### src/rtl/toy_phy_reg_release_queue_if.sv
// toy_phy_reg_release_queue_if: commit-side release request handshake
interface toy_phy_reg_release_queue_if #(
  parameter int COMMIT_NUM       = 4,
  parameter int PHY_REG_ID_WIDTH = 7
);
  logic [COMMIT_NUM-1:0]                       v_rel_vld;
  logic [COMMIT_NUM-1:0][PHY_REG_ID_WIDTH-1:0] v_rel_id;
  logic                                        rel_rdy;
  modport master (output v_rel_vld, output v_rel_id, input rel_rdy);
  modport slave (input v_rel_vld, input v_rel_id, output rel_rdy);
endinterface

### src/rtl/toy_phy_reg_release_queue.sv
// toy_phy_reg_release_queue: buffers commit-stage phy-reg releases, drains them as a one-cycle bitmap
module toy_phy_reg_release_queue #(
  parameter int MODE             = 0,
  parameter int PHY_REG_NUM      = 128,
  parameter int PHY_REG_ID_WIDTH = 7,
  parameter int COMMIT_NUM       = 4,
  parameter int DRAIN_NUM        = 2,
  parameter int DEPTH            = 16
) (
  input  logic                         clk,
  input  logic                         rst,
  toy_phy_reg_release_queue_if.slave   rel,
  input  logic                         drain_en,
  output logic [PHY_REG_NUM-1:0]       v_reg_phy_release,
  output logic [$clog2(DEPTH):0]       fifo_cnt,
  output logic                         dup_err
);
  localparam int AW = $clog2(DEPTH);
  localparam int PW = AW + 1;
  logic [PHY_REG_ID_WIDTH-1:0] mem_q [DEPTH];
  logic [PHY_REG_ID_WIDTH-1:0] mem_d [DEPTH];
  logic [PW-1:0]               wr_ptr_q, wr_ptr_d, rd_ptr_q, rd_ptr_d;
  logic [PHY_REG_NUM-1:0]      rel_q, rel_d;
  logic                        dup_q, dup_d;
  logic [PW-1:0]               cnt, n, off, wa, ra;
  logic [PHY_REG_ID_WIDTH-1:0] rid;
  logic                        accept, dup;
  assign cnt               = wr_ptr_q - rd_ptr_q;
  assign rel.rel_rdy       = 32'(cnt) <= DEPTH - COMMIT_NUM;
  assign accept            = rel.rel_rdy && |rel.v_rel_vld;
  assign n                 = !drain_en ? '0 : (32'(cnt) < DRAIN_NUM ? cnt : PW'(DRAIN_NUM));
  assign v_reg_phy_release = rel_q;
  assign fifo_cnt          = cnt;
  assign dup_err           = dup_q;
  // Kept lanes are packed densely starting at wr_ptr; id 0 is never stored for the INT file
  always_comb begin
    mem_d = mem_q;
    off   = '0;
    wa    = wr_ptr_q;
    for (int i = 0; i < COMMIT_NUM; i++) begin
      if (accept && rel.v_rel_vld[i] && (MODE != 0 || rel.v_rel_id[i] != '0)) begin
        wa = wr_ptr_q + off;
        mem_d[wa[AW-1:0]] = rel.v_rel_id[i];
        off = off + PW'(1);
      end
    end
    wr_ptr_d = wr_ptr_q + off;
  end
  always_comb begin
    rel_d = '0;
    dup   = 1'b0;
    ra    = rd_ptr_q;
    rid   = '0;
    for (int j = 0; j < DRAIN_NUM; j++) begin
      ra  = rd_ptr_q + PW'(j);
      rid = mem_q[ra[AW-1:0]];
      if (PW'(j) < n) begin
        dup = dup | rel_d[rid];
        rel_d[rid] = 1'b1;
      end
    end
    rd_ptr_d = rd_ptr_q + n;
    dup_d    = dup_q | dup;
  end
  always_ff @(posedge clk or posedge rst) begin
    if (rst) begin
      mem_q    <= '{default: '0};
      wr_ptr_q <= '0;
      rd_ptr_q <= '0;
      rel_q    <= '0;
      dup_q    <= 1'b0;
    end else begin
      mem_q    <= mem_d;
      wr_ptr_q <= wr_ptr_d;
      rd_ptr_q <= rd_ptr_d;
      rel_q    <= rel_d;
      dup_q    <= dup_d;
    end
  end
endmodule

### src/flat_wrapper.sv
// flat-port wrapper written by rule: the top's interface ports become plain ports
module toy_phy_reg_release_queue_flat 
#(
  parameter int MODE             = 0,
  parameter int PHY_REG_NUM      = 128,
  parameter int PHY_REG_ID_WIDTH = 7,
  parameter int COMMIT_NUM       = 4,
  parameter int DRAIN_NUM        = 2,
  parameter int DEPTH            = 16
)
  (clk, rst, drain_en, v_reg_phy_release, fifo_cnt, dup_err, rel_v_rel_vld, rel_v_rel_id, rel_rel_rdy);
  toy_phy_reg_release_queue_if #(.COMMIT_NUM(COMMIT_NUM), .PHY_REG_ID_WIDTH(PHY_REG_ID_WIDTH)) rel_i ();
  input  logic clk;
  input  logic rst;
  input  logic drain_en;
  output logic [PHY_REG_NUM-1:0] v_reg_phy_release;
  output logic [$clog2(DEPTH):0] fifo_cnt;
  output logic dup_err;
  input wire logic [$bits(rel_i.v_rel_vld)-1:0] rel_v_rel_vld;
  input wire logic [$bits(rel_i.v_rel_id)-1:0] rel_v_rel_id;
  output wire logic [$bits(rel_i.rel_rdy)-1:0] rel_rel_rdy;
  assign rel_i.v_rel_vld = rel_v_rel_vld;
  assign rel_i.v_rel_id = rel_v_rel_id;
  assign rel_rel_rdy = rel_i.rel_rdy;
  toy_phy_reg_release_queue #(.MODE(MODE), .PHY_REG_NUM(PHY_REG_NUM), .PHY_REG_ID_WIDTH(PHY_REG_ID_WIDTH), .COMMIT_NUM(COMMIT_NUM), .DRAIN_NUM(DRAIN_NUM), .DEPTH(DEPTH)) u_core (.clk(clk), .rst(rst), .rel(rel_i), .drain_en(drain_en), .v_reg_phy_release(v_reg_phy_release), .fifo_cnt(fifo_cnt), .dup_err(dup_err));
endmodule
### config.mk
export PLATFORM = sky130hd
export DESIGN_NAME = toy_phy_reg_release_queue_flat
export DESIGN_NICKNAME = d
export VERILOG_FILES = /design/src/rtl/toy_phy_reg_release_queue_if.sv /design/src/rtl/toy_phy_reg_release_queue.sv /design/src/flat_wrapper.sv
export SDC_FILE = /design/constraint.sdc
export NUM_CORES = 1
export LEC_CHECK = 0
export BUFFER_PORTS_ARGS = -buffer_cell sky130_fd_sc_hd__buf_2
export CAP_MARGIN = 20
export CORE_MARGIN = 2
export CORE_UTILIZATION = 50
export DETAILED_ROUTE_END_ITERATION = 6
export PLACE_DENSITY_LB_ADDON = 0.08
export SLEW_MARGIN = 15
export SYNTH_ARGS = -nofsm -noshare
export SYNTH_HDL_FRONTEND = slang
export SYNTH_SLANG_ARGS = --single-unit
### constraint.sdc
create_clock -name clk -period 8.7 [get_ports clk]
set_input_delay 0.435 -clock clk [delete_from_list [all_inputs] [get_ports clk]]
set_output_delay 0.435 -clock clk [all_outputs]
set_load 0.01 [all_outputs]
After elaboration in Yosys (flattened, before gate mapping). Memory sizes are Yosys's and may differ from the RTL's. Index checks and enable logic that the tools add are counted.

Bits of input ports: 35. Bits in registers: 251. Word-level logic and storage cells: 117. Memories: 1. Output and inout bits: 135. Bits in read-only memories: 128.

Memories: (name not given) (words 128, width 1, read ports 1, clocked after memory_dff 0, write ports 0, RTL line toy_phy_reg_release_queue.sv:58) `dup = dup | rel_d[rid];`.

Order comparisons: 18. Add/sub/neg operators: 10. Reduce and logical (&&, ||, !) cells: 20. Bitwise logic cells: 9. Muxes and demuxes: 39.

Operator list (count): 112-bit bitwise mux (4); 112-bit 2-to-1 mux (4); 128-bit 2-to-1 mux (2); 128-bit OR (1); 7-bit demux with 4-bit select (4); 7-bit binary-select mux with 4-bit select (2); 7-bit 2-to-1 mux (8); 5-bit greater-or-equal comparator (second input constant) (6); 4-bit inverter with 5-bit output (6); 7-bit nonzero test (4); 5-bit 2-to-1 mux (5); 5-bit by 1-bit less-than comparator with 1-bit output (second input constant) (4); 7-bit by 8-bit less-than comparator with 1-bit output (second input constant) (2); 5-bit by 1-bit adder with 5-bit output (second input constant) (3); 1-bit logical AND (15); 1-bit demux with 7-bit select (2); 7-bit by 1-bit greater-or-equal comparator with 1-bit output (second input constant) (2); 4-bit adder (3); 5-bit adder (2); 1-bit by 5-bit less-than comparator with 1-bit output (first input constant) (2); 1-bit binary-select mux with 7-bit select (1); 1-bit 2-to-1 mux (7); 5-bit by 4-bit less-or-equal comparator with 1-bit output (second input constant) (1); 5-bit by 2-bit less-than comparator with 1-bit output (second input constant) (1); other kinds (4) (5).

Logic depth before layout (Yosys ltp).
Depth in word-level cells: 18. Gate-level depth with buffers: 23. Depth with buffers taken out: 19.

Worst setup path before layout. Ideal clock, no wire load.

Path kind: reg2reg. Start point: register u_core.rd_ptr_q[1]. End point: register u_core.mem_q[53] in the netlist's numbering. Library setup time: 132 ps. Path buffers: 3. Data required time: 8568 ps. Stages on the path, launching flop included: 21. Path slack: 3680 ps. Arrival: 4888 ps. Period minus slack after synthesis: 5020 ps. Path through: dfrtp_1 buf_2 buf_2 buf_2 inv_1 ha_1 nand2_1 o21ai_1 xor2_1 a211oi_1 ha_1 ha_1 nor2b_1 o21ai_0 o21ai_0 nand2_1 xnor2_1 nand2_1 nor3_1 mux2i_1 o21ai_1.

RTL lines: start, declared (RTL line toy_phy_reg_release_queue.sv:22) `logic [PW-1:0] wr_ptr_q, wr_ptr_d, rd_ptr_q, rd_ptr_d;`; start signal, assigned (RTL line toy_phy_reg_release_queue.sv:75) `rd_ptr_q <= rd_ptr_d;`; end signal, assigned (RTL line toy_phy_reg_release_queue.sv:73) `mem_q <= mem_d;`; end, declared (RTL line toy_phy_reg_release_queue.sv:20) `logic [PHY_REG_ID_WIDTH-1:0] mem_q [DEPTH];`.

==> run metrics <==
GRT overflow 0; violated checks DRC; FP Rows 67; Vias/cell 6.43; Main synth FF type dfrtp_1; Synth top area share 37.1%; DRT iter0 DRCs 1705; CP arrival 6.60 ns; clk sinks 251; setup slack, reg-to-reg 2.49 ns; Reg clk slew, reported paths 0.06 ns; Post-route DRC 3; synthesized cell area 16900 um2; layout cell share with drive strength beyond 1 18.1%; final worst path period need 6.21 ns; crit-path max FO 19; Total Nets Final 1945; Post-synth EDFFs 0; DR pass1 iterations 7; worst hold path type input pin to asynchronous set/reset pin; vias in the first global route 14300; drt total wl 59800 um; post-synthesis async set-or-reset flop share 100%; largest net degree at the start of global routing 105; CTS tree done; fill cell count 2995; Skew-Pair Late Insertion Delay 0.57 ns; die extent in x 188 um; commonest cells in the synthesized netlist dfrtp_1 (251), mux2i_1 (219), nor2_1 (191), nand2_1 (190), o22ai_1 (185); max-slew headroom at the worst pin 17.0%; status finished, violations left; CTS root buf clkbuf_16; initial antenna violation count 0; Synth Area per Inst 9.09 um2; initial cell density of the core 50.6%; fmax 0.161 GHz; sequential cell area 6280 um2; fin crit share 71.3%; Synth Register Bits 251; setup tns final 0 ns; Hold Violations, Final 0; reg-to-reg endpoint u_core.mem_q[12]; Yosys cell types 63; antenna-violating nets left 0; Worst R2R Start u_core.wr_ptr_q[1]; Vias 15100; Num CTS Buffers 29; CP startpoint kind flip-flop; Seq/Total Area, Yosys 37.1%; Ports 170; Post-Syn Instances 1863; area of the die 35400 um2; Buffers on Ports 169; synth warn 0; htree depth 1; Worst Path Required 9.09 ns; first-pass GRT wire length 90600 um; Wirelength per Cell 25.5 um; ANT cells 0; Detail Placement HPWL 39600 um; Worst Max-Slew Pin Slew 1.24 ns; Final Max Slew Viols 0; post_cts resized 0; GPL Wtd Cong 0.964; Placeable Area 33400 um2; multi-input logic area 9750 um2; Crit Path Category flip-flop to flip-flop; Synth area leaders dfrtp_1 (37%), mux2i_1 (13%), mux4_2 (8.9%), o22ai_1 (6.8%), nor2_1 (4.2%); postcts setup bufs 0; Max clock buf depth 3; synthesis-to-layout area growth 10.4%; max cap viols 0; Fin Clk Skew 0.0202 ns; setup violators final 0; Hold-fix buffers, CTS 0; unrepaired setup endpoints after global routing false; cell depth of the worst flop-to-flop path 14; Worst setup EP type flip-flop; cell with the most instances after synthesis dfrtp_1; cell accounting for the most synthesized area dfrtp_1; total track usage 33.5%; Die Height 188 um
[how the worst max path moves through the flow]
stage | from | end | slack, ns | depth (start not counted)
final | u_core.wr_ptr_q[1] | u_core.mem_q[12] | 2.49 | 14
after global routing | u_core.wr_ptr_q[1] | u_core.mem_q[8] | 2.07 | 14
after CTS | u_core.rd_ptr_q[0] | u_core.mem_q[103] | 2.57 | 18
after detailed placement | u_core.rd_ptr_q[0] | u_core.mem_q[8] | 2.65 | 15
after global placement | u_core.wr_ptr_q[1] | u_core.mem_q[25] | 2.79 | 15
after floorplan | rst | u_core.dup_err | 1.37 | 1
[cells by family after synthesis]
logic type	count (synthesis)	share of synthesized area, %
compound gates	484	16.9
other cells	1	0.0221
simple gates	558	14.8
xor+xnor	26	1.39
buf+inv	227	5.65
mux	288	22.0
flops	251	37.1
fa+ha+maj	28	2.25
[registers in the layout, summed over array words and instances, names as in the netlist]
signal and flops:
u_core.dup_err 1, u_core.mem_q 112, u_core.rd_ptr_q 5, u_core.v_reg_phy_release 128
u_core.wr_ptr_q 5
[area by class of cell]
cell class              instances  share of cell area (%)
inverters                      19                   0.422
flip-flops and latches        251                    33.6
multi-input cells            1387                    52.1
repair buffers                194                    5.55
clock inverters                10                   0.783
clock buffers                  41                    4.50
well taps                     448                    3.00
[metrics by stage]
stage	std cells	hold slack [ns]	area [um2]	worst slack, ns	util, %
after detailed placement	2294	0.487	17700	2.65	52.8
after floorplan	1865	0.465	16900	1.37	-
after CTS	2345	0.0317	18700	2.57	55.8
after global placement	2294	0.479	17700	2.79	52.8
after global routing	2350	0.0797	18700	2.07	55.9
final	2350	0.0139	18700	2.49	55.9
[worst max-delay path, cell delays in order (launching register included)]
cell	delay [ns]
dfrtp_1	0.80
inv_1	0.28
fa_1	0.49
nand2b_1	0.16
a21oi_1	0.16
xnor2_1	0.30
a211oi_1	0.75
ha_1	0.41
xnor2_1	0.35
ha_1	0.24
inv_1	0.05
fa_1	0.49
or3_1	0.48
nor2_1	0.86
o21ai_0	0.22
[cells in the final DEF, fill, tap and decap left out, types with 17 or more instances in the layout]
master     synthesis  final
a21oi_1          103    103
buf_2             38    169
buf_4              3     24
clkbuf_16          0     29
dfrtp_1          251    250
ha_1              24     24
mux2i_1          219    219
mux4_2            67     67
nand2_1          190    190
nand3_1           17     17
nor2_1           191    191
nor3_1            63     61
o21ai_0          115    115
o21ai_1           24     24
o22ai_1          185    185
[per-layer routing]
metal / GRT usage, % / wire [um] / share of wire, %
met4: 14.6 / 2870 / 4.8
met5: 0 / 0 / 0
met1: 44.6 / 23900 / 40
met2: 55.2 / 28300 / 47
met3: 4.02 / 4690 / 7.8
Power is not shown: default switching activity piles up to over one toggle a cycle in this logic, so the estimate is an artifact.
